## config.mk

```make
export PLATFORM = sky130hd
export DESIGN_NAME = sb_dac_fifo
export DESIGN_NICKNAME = d
export VERILOG_FILES = /design/src/rtl/sb_dac_fifo.sv
export SDC_FILE = /design/constraint.sdc
export NUM_CORES = 1
export LEC_CHECK = 0
export BUFFER_PORTS_ARGS = -buffer_cell sky130_fd_sc_hd__buf_2
export CORE_ASPECT_RATIO = 1.75
export CORE_UTILIZATION = 40
export DETAILED_ROUTE_END_ITERATION = 10
export PLACE_DENSITY = 0.58
export SETUP_SLACK_MARGIN = 0.5
export SLEW_MARGIN = 20
export SYNTH_ARGS = -nofsm -noshare
export SYNTH_HDL_FRONTEND = slang
export SYNTH_SLANG_ARGS = --single-unit
```

## constraint.sdc

```tcl
create_clock -name clk -period 4.5 [get_ports clk]
set_clock_uncertainty 0.1 [all_clocks]
set_input_delay 0.9 -clock clk [delete_from_list [all_inputs] [get_ports clk]]
set_output_delay 0.9 -clock clk [all_outputs]
set_load 0.02 [all_outputs]
```

## src/rtl/sb_dac_fifo.sv

```systemverilog
// sb_dac_fifo: sound output device fed by the 8-bit DMA channel 1 engine.
// Bytes arrive over a toggle handshake and are buffered in a small FIFO.
// A programmable divider releases one unsigned sample per tick to the DAC/PWM.
// If the FIFO is empty on a tick, a sticky underrun flag is set and an
// interrupt toggle is raised.
//
// Ports:
//   clk, reset_n           system clock, asynchronous active-low reset
//   port, iodin, iowrin    toggle-strobed I/O write bus (rate/control registers)
//   iowrout                I/O ack toggle, a registered copy of iowrin
//   dma_din, dma_wrin      byte and request toggle from the DMA engine
//   dma_wrout              ack toggle back to the DMA engine
//   sample_out, sample_stb current sample and its one-cycle update pulse
//   fifo_level             number of bytes held (0..DEPTH)
//   underrun, irq_out      sticky underrun flag and per-event interrupt toggle
`timescale 1ns/1ps

module sb_dac_fifo #(
    parameter int          DEPTH        = 16,
    parameter logic [11:0] PORT_RATE_LO = 12'h22A,
    parameter logic [11:0] PORT_RATE_HI = 12'h22B,
    parameter logic [11:0] PORT_CTRL    = 12'h22C
) (
    input  logic                     clk,
    input  logic                     reset_n,
    input  logic [11:0]              port,
    input  logic [7:0]               iodin,
    input  logic                     iowrin,
    output logic                     iowrout,
    input  logic [7:0]               dma_din,
    input  logic                     dma_wrin,
    output logic                     dma_wrout,
    output logic [7:0]               sample_out,
    output logic                     sample_stb,
    output logic [$clog2(DEPTH):0]   fifo_level,
    output logic                     underrun,
    output logic                     irq_out
);

    localparam int PW = $clog2(DEPTH);
    localparam int LW = PW + 1;
    localparam logic [LW-1:0] FULL_LEVEL = LW'(DEPTH);

    logic [7:0]    mem [DEPTH];
    logic [PW-1:0] wr_ptr;
    logic [PW-1:0] rd_ptr;
    logic [15:0]   rate;
    logic [15:0]   div_count;
    logic          enable;

    logic io_stb;
    logic rate_lo_wr;
    logic rate_hi_wr;
    logic ctrl_wr;
    logic flush;
    logic clr_under;
    logic tick;
    logic dma_pend;
    logic push_ok;
    logic store;
    logic pop;
    logic starve;

    // A strobe is pending exactly when the request toggle differs from our ack.
    assign io_stb     = iowrin ^ iowrout;
    assign rate_lo_wr = io_stb && (port == PORT_RATE_LO);
    assign rate_hi_wr = io_stb && (port == PORT_RATE_HI);
    assign ctrl_wr    = io_stb && (port == PORT_CTRL);
    assign flush      = ctrl_wr && iodin[1];
    assign clr_under  = ctrl_wr && iodin[2];

    // Flush overrides any tick in the same cycle: nothing is popped and no
    // underrun is raised while the FIFO is being emptied.
    assign tick   = enable && (div_count == rate);
    assign pop    = tick && (fifo_level != '0) && !flush;
    assign starve = tick && (fifo_level == '0) && !flush;

    // Push eligibility uses the level before any pop, so a full FIFO never
    // accepts a byte in the same cycle it frees a slot. A flush still acks
    // the byte but drops it.
    assign dma_pend = dma_wrin ^ dma_wrout;
    assign push_ok  = dma_pend && (fifo_level < FULL_LEVEL);
    assign store    = push_ok && !flush;

    // I/O ack and programmable registers.
    always_ff @(posedge clk or negedge reset_n) begin
        if (!reset_n) begin
            iowrout <= 1'b0;
            rate    <= 16'hFFFF;
            enable  <= 1'b0;
        end else begin
            iowrout <= iowrin;
            if (rate_lo_wr) rate[7:0]  <= iodin;
            if (rate_hi_wr) rate[15:8] <= iodin;
            if (ctrl_wr)    enable     <= iodin[0];
        end
    end

    // DMA ack toggle; withheld while the FIFO is full.
    always_ff @(posedge clk or negedge reset_n) begin
        if (!reset_n) begin
            dma_wrout <= 1'b0;
        end else if (push_ok) begin
            dma_wrout <= dma_wrin;
        end
    end

    // Playback divider. If the rate is lowered below the current count the
    // counter simply runs on and wraps through 16'hFFFF.
    always_ff @(posedge clk or negedge reset_n) begin
        if (!reset_n) begin
            div_count <= '0;
        end else if (flush || !enable || tick) begin
            div_count <= '0;
        end else begin
            div_count <= div_count + 16'd1;
        end
    end

    // Sample storage, write only; no reset needed.
    always_ff @(posedge clk) begin
        if (store) mem[wr_ptr] <= dma_din;
    end

    // FIFO pointers, level and the registered sample output.
    always_ff @(posedge clk or negedge reset_n) begin
        if (!reset_n) begin
            wr_ptr     <= '0;
            rd_ptr     <= '0;
            fifo_level <= '0;
            sample_out <= 8'h80;
            sample_stb <= 1'b0;
        end else begin
            sample_stb <= pop;
            if (flush) begin
                wr_ptr     <= '0;
                rd_ptr     <= '0;
                fifo_level <= '0;
                sample_out <= 8'h80;
            end else begin
                if (store) wr_ptr <= wr_ptr + PW'(1);
                if (pop) begin
                    rd_ptr     <= rd_ptr + PW'(1);
                    sample_out <= mem[rd_ptr];
                end
                case ({store, pop})
                    2'b10:   fifo_level <= fifo_level + LW'(1);
                    2'b01:   fifo_level <= fifo_level - LW'(1);
                    default: fifo_level <= fifo_level;
                endcase
            end
        end
    end

    // Underrun flag. The interrupt toggles once per event: on a rising flag,
    // or when a clear and a new underrun land in the same cycle.
    always_ff @(posedge clk or negedge reset_n) begin
        if (!reset_n) begin
            underrun <= 1'b0;
            irq_out  <= 1'b0;
        end else if (starve) begin
            underrun <= 1'b1;
            if (!underrun || clr_under) irq_out <= ~irq_out;
        end else if (clr_under) begin
            underrun <= 1'b0;
        end
    end

endmodule

```

======== After elaboration in Yosys (flattened, before gate mapping) ========
Memory sizes are Yosys's and may differ from the RTL's.
Cells that the tools add are included.
operators by class
  add/sub/neg operators ................... 5
  $lt $le $gt $ge ......................... 1
  equal/unequal tests ..................... 6
  mux-type cells .......................... 13
  bitwise logic cells ..................... 3
  reduce and logical (&&, ||, !) cells .... 25
operator list
  cell                                                                count
  12-bit by 10-bit == test with 1-bit output, second input constant   3
  16-bit by 1-bit adder with 16-bit output, second input constant     1
  16-bit == test                                                      1
  16-bit two-way mux                                                  1
  4-bit two-way mux                                                   4
  8-bit two-way mux                                                   2
  1-bit logical AND                                                   12
  5-bit one-hot mux with 2 select lines                               1
  4-bit by 1-bit adder with 4-bit output, second input constant       2
  2-bit nonzero test                                                  3
  5-bit by 1-bit adder with 5-bit output, second input constant       1
  5-bit zero test                                                     1
  5-bit < comparator, second input constant                           1
  5-bit two-way mux                                                   1
  5-bit nonzero test                                                  1
  5-bit by 1-bit subtractor with 5-bit output, second input constant  1
  1-bit two-way mux                                                   4
  1-bit zero test                                                     3
  1-bit logical OR                                                    3
  3-bit nonzero test                                                  1
  2-bit by 1-bit == test with 1-bit output, second input constant     1
  2-bit == test, second input constant                                1
  2-bit AND reduction                                                 1
  1-bit XOR                                                           2
  1-bit inverter                                                      1
word-level totals
  bits in registers ....................... 59
  bits in writable memories ............... 128
  output and inout bits ................... 18
  memories ................................ 1
memories
  name  words  width  read ports  clocked after memory_dff  write ports  RTL line  text
  mem   16     8      1           0                         1            44        logic [7:0] mem [DEPTH];

======== Depth between registers and ports, before layout ========
  depth in word-level cells ............... 8
  gate-level depth with buffers ........... 13

======== Worst setup path after synthesis ========
No wires, ideal clock.
  path kind ............................... input port to flip-flop
  from .................................... in port[8]
  to ...................................... reg fifo_level[4]
  setup time .............................. 0.082 ns
  arrival time ............................ 3.210 ns
  data required time ...................... 4.318 ns
  setup slack ............................. 1.108 ns
  cell stages on the path ................. 13
  buffers on the path ..................... 1
  cell sequence ........................... nor4b_1 nand3b_1 nor3_1 and3_1 and2_1 buf_2 nor3_1 ha_1 nor2b_1 o21ai_0 nand2b_1 or4_1 a31oi_1
between the ends
  word-level cells in the longest chain between the ends .. 8
ends and longest elaborated chain
  what                                                                       RTL line  text
  start, declared                                                            26        input logic [11:0] port,
  12-bit by 10-bit == test with 1-bit output (*)                             68        assign ctrl_wr = io_stb && (port == PORT_CTRL);
  1-bit logical AND (*)                                                      68
  1-bit logical AND (*)                                                      69        assign flush = ctrl_wr && iodin[1];
  1-bit zero test                                                            75, 83
  1-bit logical AND, on equally long branches                                75, 83
  2-bit by 1-bit == test with 1-bit output or 2-bit == test (tied branches)  146       case ({store, pop})
  5-bit one-hot mux with 2 select lines                                      146
  5-bit two-way mux                                                          135       if (flush) begin
  end signal, assigned                                                       147       2'b10: fifo_level <= fifo_level + LW'(1);
  end signal, assigned                                                       148       2'b01: fifo_level <= fifo_level - LW'(1);
  end signal, assigned                                                       149       default: fifo_level <= fifo_level;
  end, declared                                                              35        output logic [$clog2(DEPTH):0] fifo_level,
Mark *: on every way between the ends. The rest lies on a longest branch, timed or not.
A chain may end at the register's enable or synchronous reset.

======== Worst setup path in the final report ========
  from .................................... reg rate[12]
  to ...................................... reg fifo_level[4]
between the ends
  word-level cells in the longest chain between the ends .. 7
ends and longest elaborated chain
  what                                                                       RTL line  text
  start, declared                                                            47        logic [15:0] rate;
  start signal, assigned                                                     94        if (rate_hi_wr) rate[15:8] <= iodin;
  16-bit == test (*)                                                         74        assign tick = enable && (div_count == rate);
  1-bit logical AND (*)                                                      74
  1-bit logical AND (*) (2 in series)                                        75        assign pop = tick && (fifo_level != '0) && !flush;
  2-bit by 1-bit == test with 1-bit output or 2-bit == test (tied branches)  146
  5-bit one-hot mux with 2 select lines                                      146
  5-bit two-way mux                                                          135
Marked as above.

==> impl_metrics.csv <==
group,metric,value,unit
status,status,"complete, no violations",
clock_network,ctsHoldBuffers,0,
global_route,grt_usage,0.190,
placed_design,dpl_cell_area,0.00852,mm²
timing,period_share,0.754,
setup_path,regToRegSetupSlack,1110,ps
setup_path,r2r_cells,11,
job,cap_violations,0,
setup_path,cp-startpoint,"rate[12]",
global_route,antenna_found_initial,0,
power_and_ir_drop,ir_drop,0.000255,V
routing,viasPerCell,5.46,
setup_path,cp.arrival,3640,ps
timing,holdWs,391,ps
setup_path,cp.required,4740,ps
timing,rsz0062_at_grt,"no",
setup_path,worstSetupStartpointType,"register",
floorplan,initial_core_util,0.406,
timing,drv_slew,0,
clock_network,cts_setup_buffers,0,
synthesis,dominantRegCellSynth,"edfxtp_1",
routing,drc,0,
synthesis,syn-num-nets,561,
final_layout,antenna_cells,0,
final_layout,final_common_cell,"edfxtp_1",
setup_path,path_cells,"xnor2_1, nand4_1, nor4_1, nand4_1, nor3_1, ha_1, nor2b_1, o21ai_0, nand2b_1, or4_1, a31oi_1",
synthesis,ys_warn_count,0,
final_layout,final_cells,836,
global_route,overflow,0,
synthesis,synth-seq-cells,187,
placed_design,place.port_buffers,49,
clock_network,htreeDepth,4,
placed_design,placed_cells,804,
synthesis,syn_inst,519,
timing,max_freq,295,MHz
clock_network,cts.clk_slew.worst_paths,80,ps
synthesis,syn-mean-instance-area,15.4,µm²
clock_network,worstSkewPairLatency,440,ps
timing,slew_headroom,0.312,
power_and_ir_drop,powerDensity,465,mW/mm²
final_layout,final_cell_area,0.00909,mm²
setup_path,cpMaxStageDelayCell,"dfstp_2",
routing,vias,4563,
clock_network,ctsResizeCount,0,
final_layout,area_growth,13.8,%
setup_path,path_buf_inv,0,
clock_network,numCtsBuffers,17,
setup_path,cp_num_cells,11,
routing,drt_pass1_iterations,4,
floorplan,ioPinCount,50,
global_route,first_global_vias,4953,
setup_path,path_max_fanout,3,
routing,routed_wirelength,17900,µm
synthesis,yosysSeqAreaShare,0.669,
final_layout,finalNetCount,620,
final_layout,fill_cells,1705,
setup_path,crit_end,"fifo_level[4]",
routing,routedWlPerCell,21.4,µm
setup_path,crit_type,"reg2reg",
routing,drtIter0Drc,180,
clock_network,cts_tree,"yes",
synthesis,ys_types,50,
synthesis,synth_area,0.00799,mm²
timing,final.setup.tns,0,ps
global_route,grt_pass1_wl,28000,µm
setup_path,cp_top_family,"simple AND/OR/NAND/NOR gates",
timing,hold_violations,0,
setup_path,reg2reg_to,"fifo_level[4]",
synthesis,synth_edf_count,128,
clock_network,root_buffer,"clkbuf_16",
min_path,hold_path.class,"in2async",
floorplan,rows,68,
clock_network,cts.sinks,187,
setup_path,cp_slowest_stage_delay,570,ps
timing,period_needed,3390,ps
routing,antenna_left,0,
clock_network,clk_path_buf_depth,2,
setup_path,cp-end-kind,"register",
floorplan,core,0.0197,mm²
final_layout,multi_input_area,0.00252,mm²
floorplan,dieArea,0.0206,mm²
global_route,grt_max_degree,31,
final_layout,layout-drive-gt1-share,0.257,
final_layout,final-seq-area,0.00534,mm²
power_and_ir_drop,p_leak,3.43,nW
placed_design,dp_hpwl,12900,µm
timing,worst_pin_slew,1030,ps
placed_design,gp_congestion,0.807,
setup_path,cpMostUsedCell,"nand4_1",
final_layout,layout_common_cells,"128 x edfxtp_1, 49 x buf_2, 41 x dfrtp_1, 31 x nor2_1, 27 x mux2i_1",
synthesis,synthArstFlopShare,0.316,
setup_path,r2r_start,"rate[12]",
timing,setup_viol,0,
floorplan,die_y,189,µm
floorplan,die_w,109,µm
per-layer routing:
layer | vias to the layer above | wire length (µm) | global-route usage
met3 | 24 | 536 | 0.0396
li1 | 2097 | - | -
met5 | - | 0 | 0
met1 | 2342 | 6380 | 0.195
met4 | 0 | 455 | 0.0769
met2 | 100 | 10500 | 0.363
worst min path at each step:
stage,startpoint,endpoint,slack (ps)
6_report,reset_n,div_count[12],390
5_1_grt,irq_out,irq_out,420
4_1_cts,reset_n,div_count[5],400
3_5_place_dp,irq_out,irq_out,370
3_3_place_gp,irq_out,irq_out,390
2_1_floorplan,div_count[0],div_count[0],400
cell families (layout without fill, tap and decap cells):
logic type,Yosys count,count (layout),share of synthesized area
flops,187,187,0.669
xor+xnor,40,40,0.0439
buf+inv,29,101,0.0163
mux,65,65,0.116
simple gates,133,133,0.0882
compound gates,55,55,0.0508
fa+ha+maj,10,10,0.0166
registers in the layout (all words and copies together) (netlist names):
name	cells
wr_ptr	4
mem	128
rd_ptr	4
underrun	1
div_count	16
dma_wrout	1
sample_out	8
iowrout	1
enable	1
irq_out	1
fifo_level	5
sample_stb	1
rate	16
synthesized netlist by cell type, drive strengths merged, types with 3 or more instances:
| master | instances | share of area |
|---|---|---|
| o22ai | 6 | 0.0047 |
| nor2 | 31 | 0.015 |
| and2 | 14 | 0.011 |
| mux4 | 20 | 0.056 |
| clkbuf | 5 | 0.0023 |
| a211o | 8 | 0.0088 |
| inv | 9 | 0.0042 |
| or3 | 3 | 0.0023 |
| and3 | 5 | 0.0039 |
| a21oi | 13 | 0.0081 |
| dfstp | 17 | 0.056 |
| edfxtp | 128 | 0.48 |
| o21ai | 6 | 0.0038 |
| nand2b | 3 | 0.0023 |
| nor4b | 3 | 0.0033 |
| o221ai | 13 | 0.014 |
| nand3b | 3 | 0.0028 |
| xor2 | 16 | 0.018 |
| buf | 14 | 0.0092 |
| nor4 | 3 | 0.0023 |
| nand3 | 15 | 0.0094 |
| nor2b | 4 | 0.0031 |
| ha | 9 | 0.014 |
| mux2 | 18 | 0.025 |
| nand2 | 25 | 0.012 |
| xnor2 | 24 | 0.026 |
| dfrtp | 42 | 0.13 |
| nor3 | 8 | 0.0063 |
| nand4 | 7 | 0.0055 |
| mux2i | 27 | 0.034 |
final cells by class:
type | instances | share of cell area
clock buffer | 19 | 0.0511
clock inverter | 13 | 0.0114
inverter | 10 | 0.00413
multi-input combinational | 303 | 0.277
sequential | 187 | 0.588
tap | 245 | 0.0337
timing repair buffer | 59 | 0.0352
through the flow:
stage          power, W  utilization  worst slack [ps]
2_1_floorplan   0.00257            -              1110
3_3_place_gp    0.00279        0.434               897
3_5_place_dp    0.00282        0.434               694
4_1_cts         0.00427        0.463              1120
5_1_grt         0.00442        0.463               908
6_report        0.00422        0.463              1110
power breakdown:
group,switching [W],total [W],internal (W)
Combinational,0.000415,0.000688,0.000272
Sequential,0.000107,0.00209,0.00199
Clock,0.000673,0.00144,0.000770
Total,0.00119,0.00422,0.00303
Note: power is estimated with default switching activity, not from simulation.
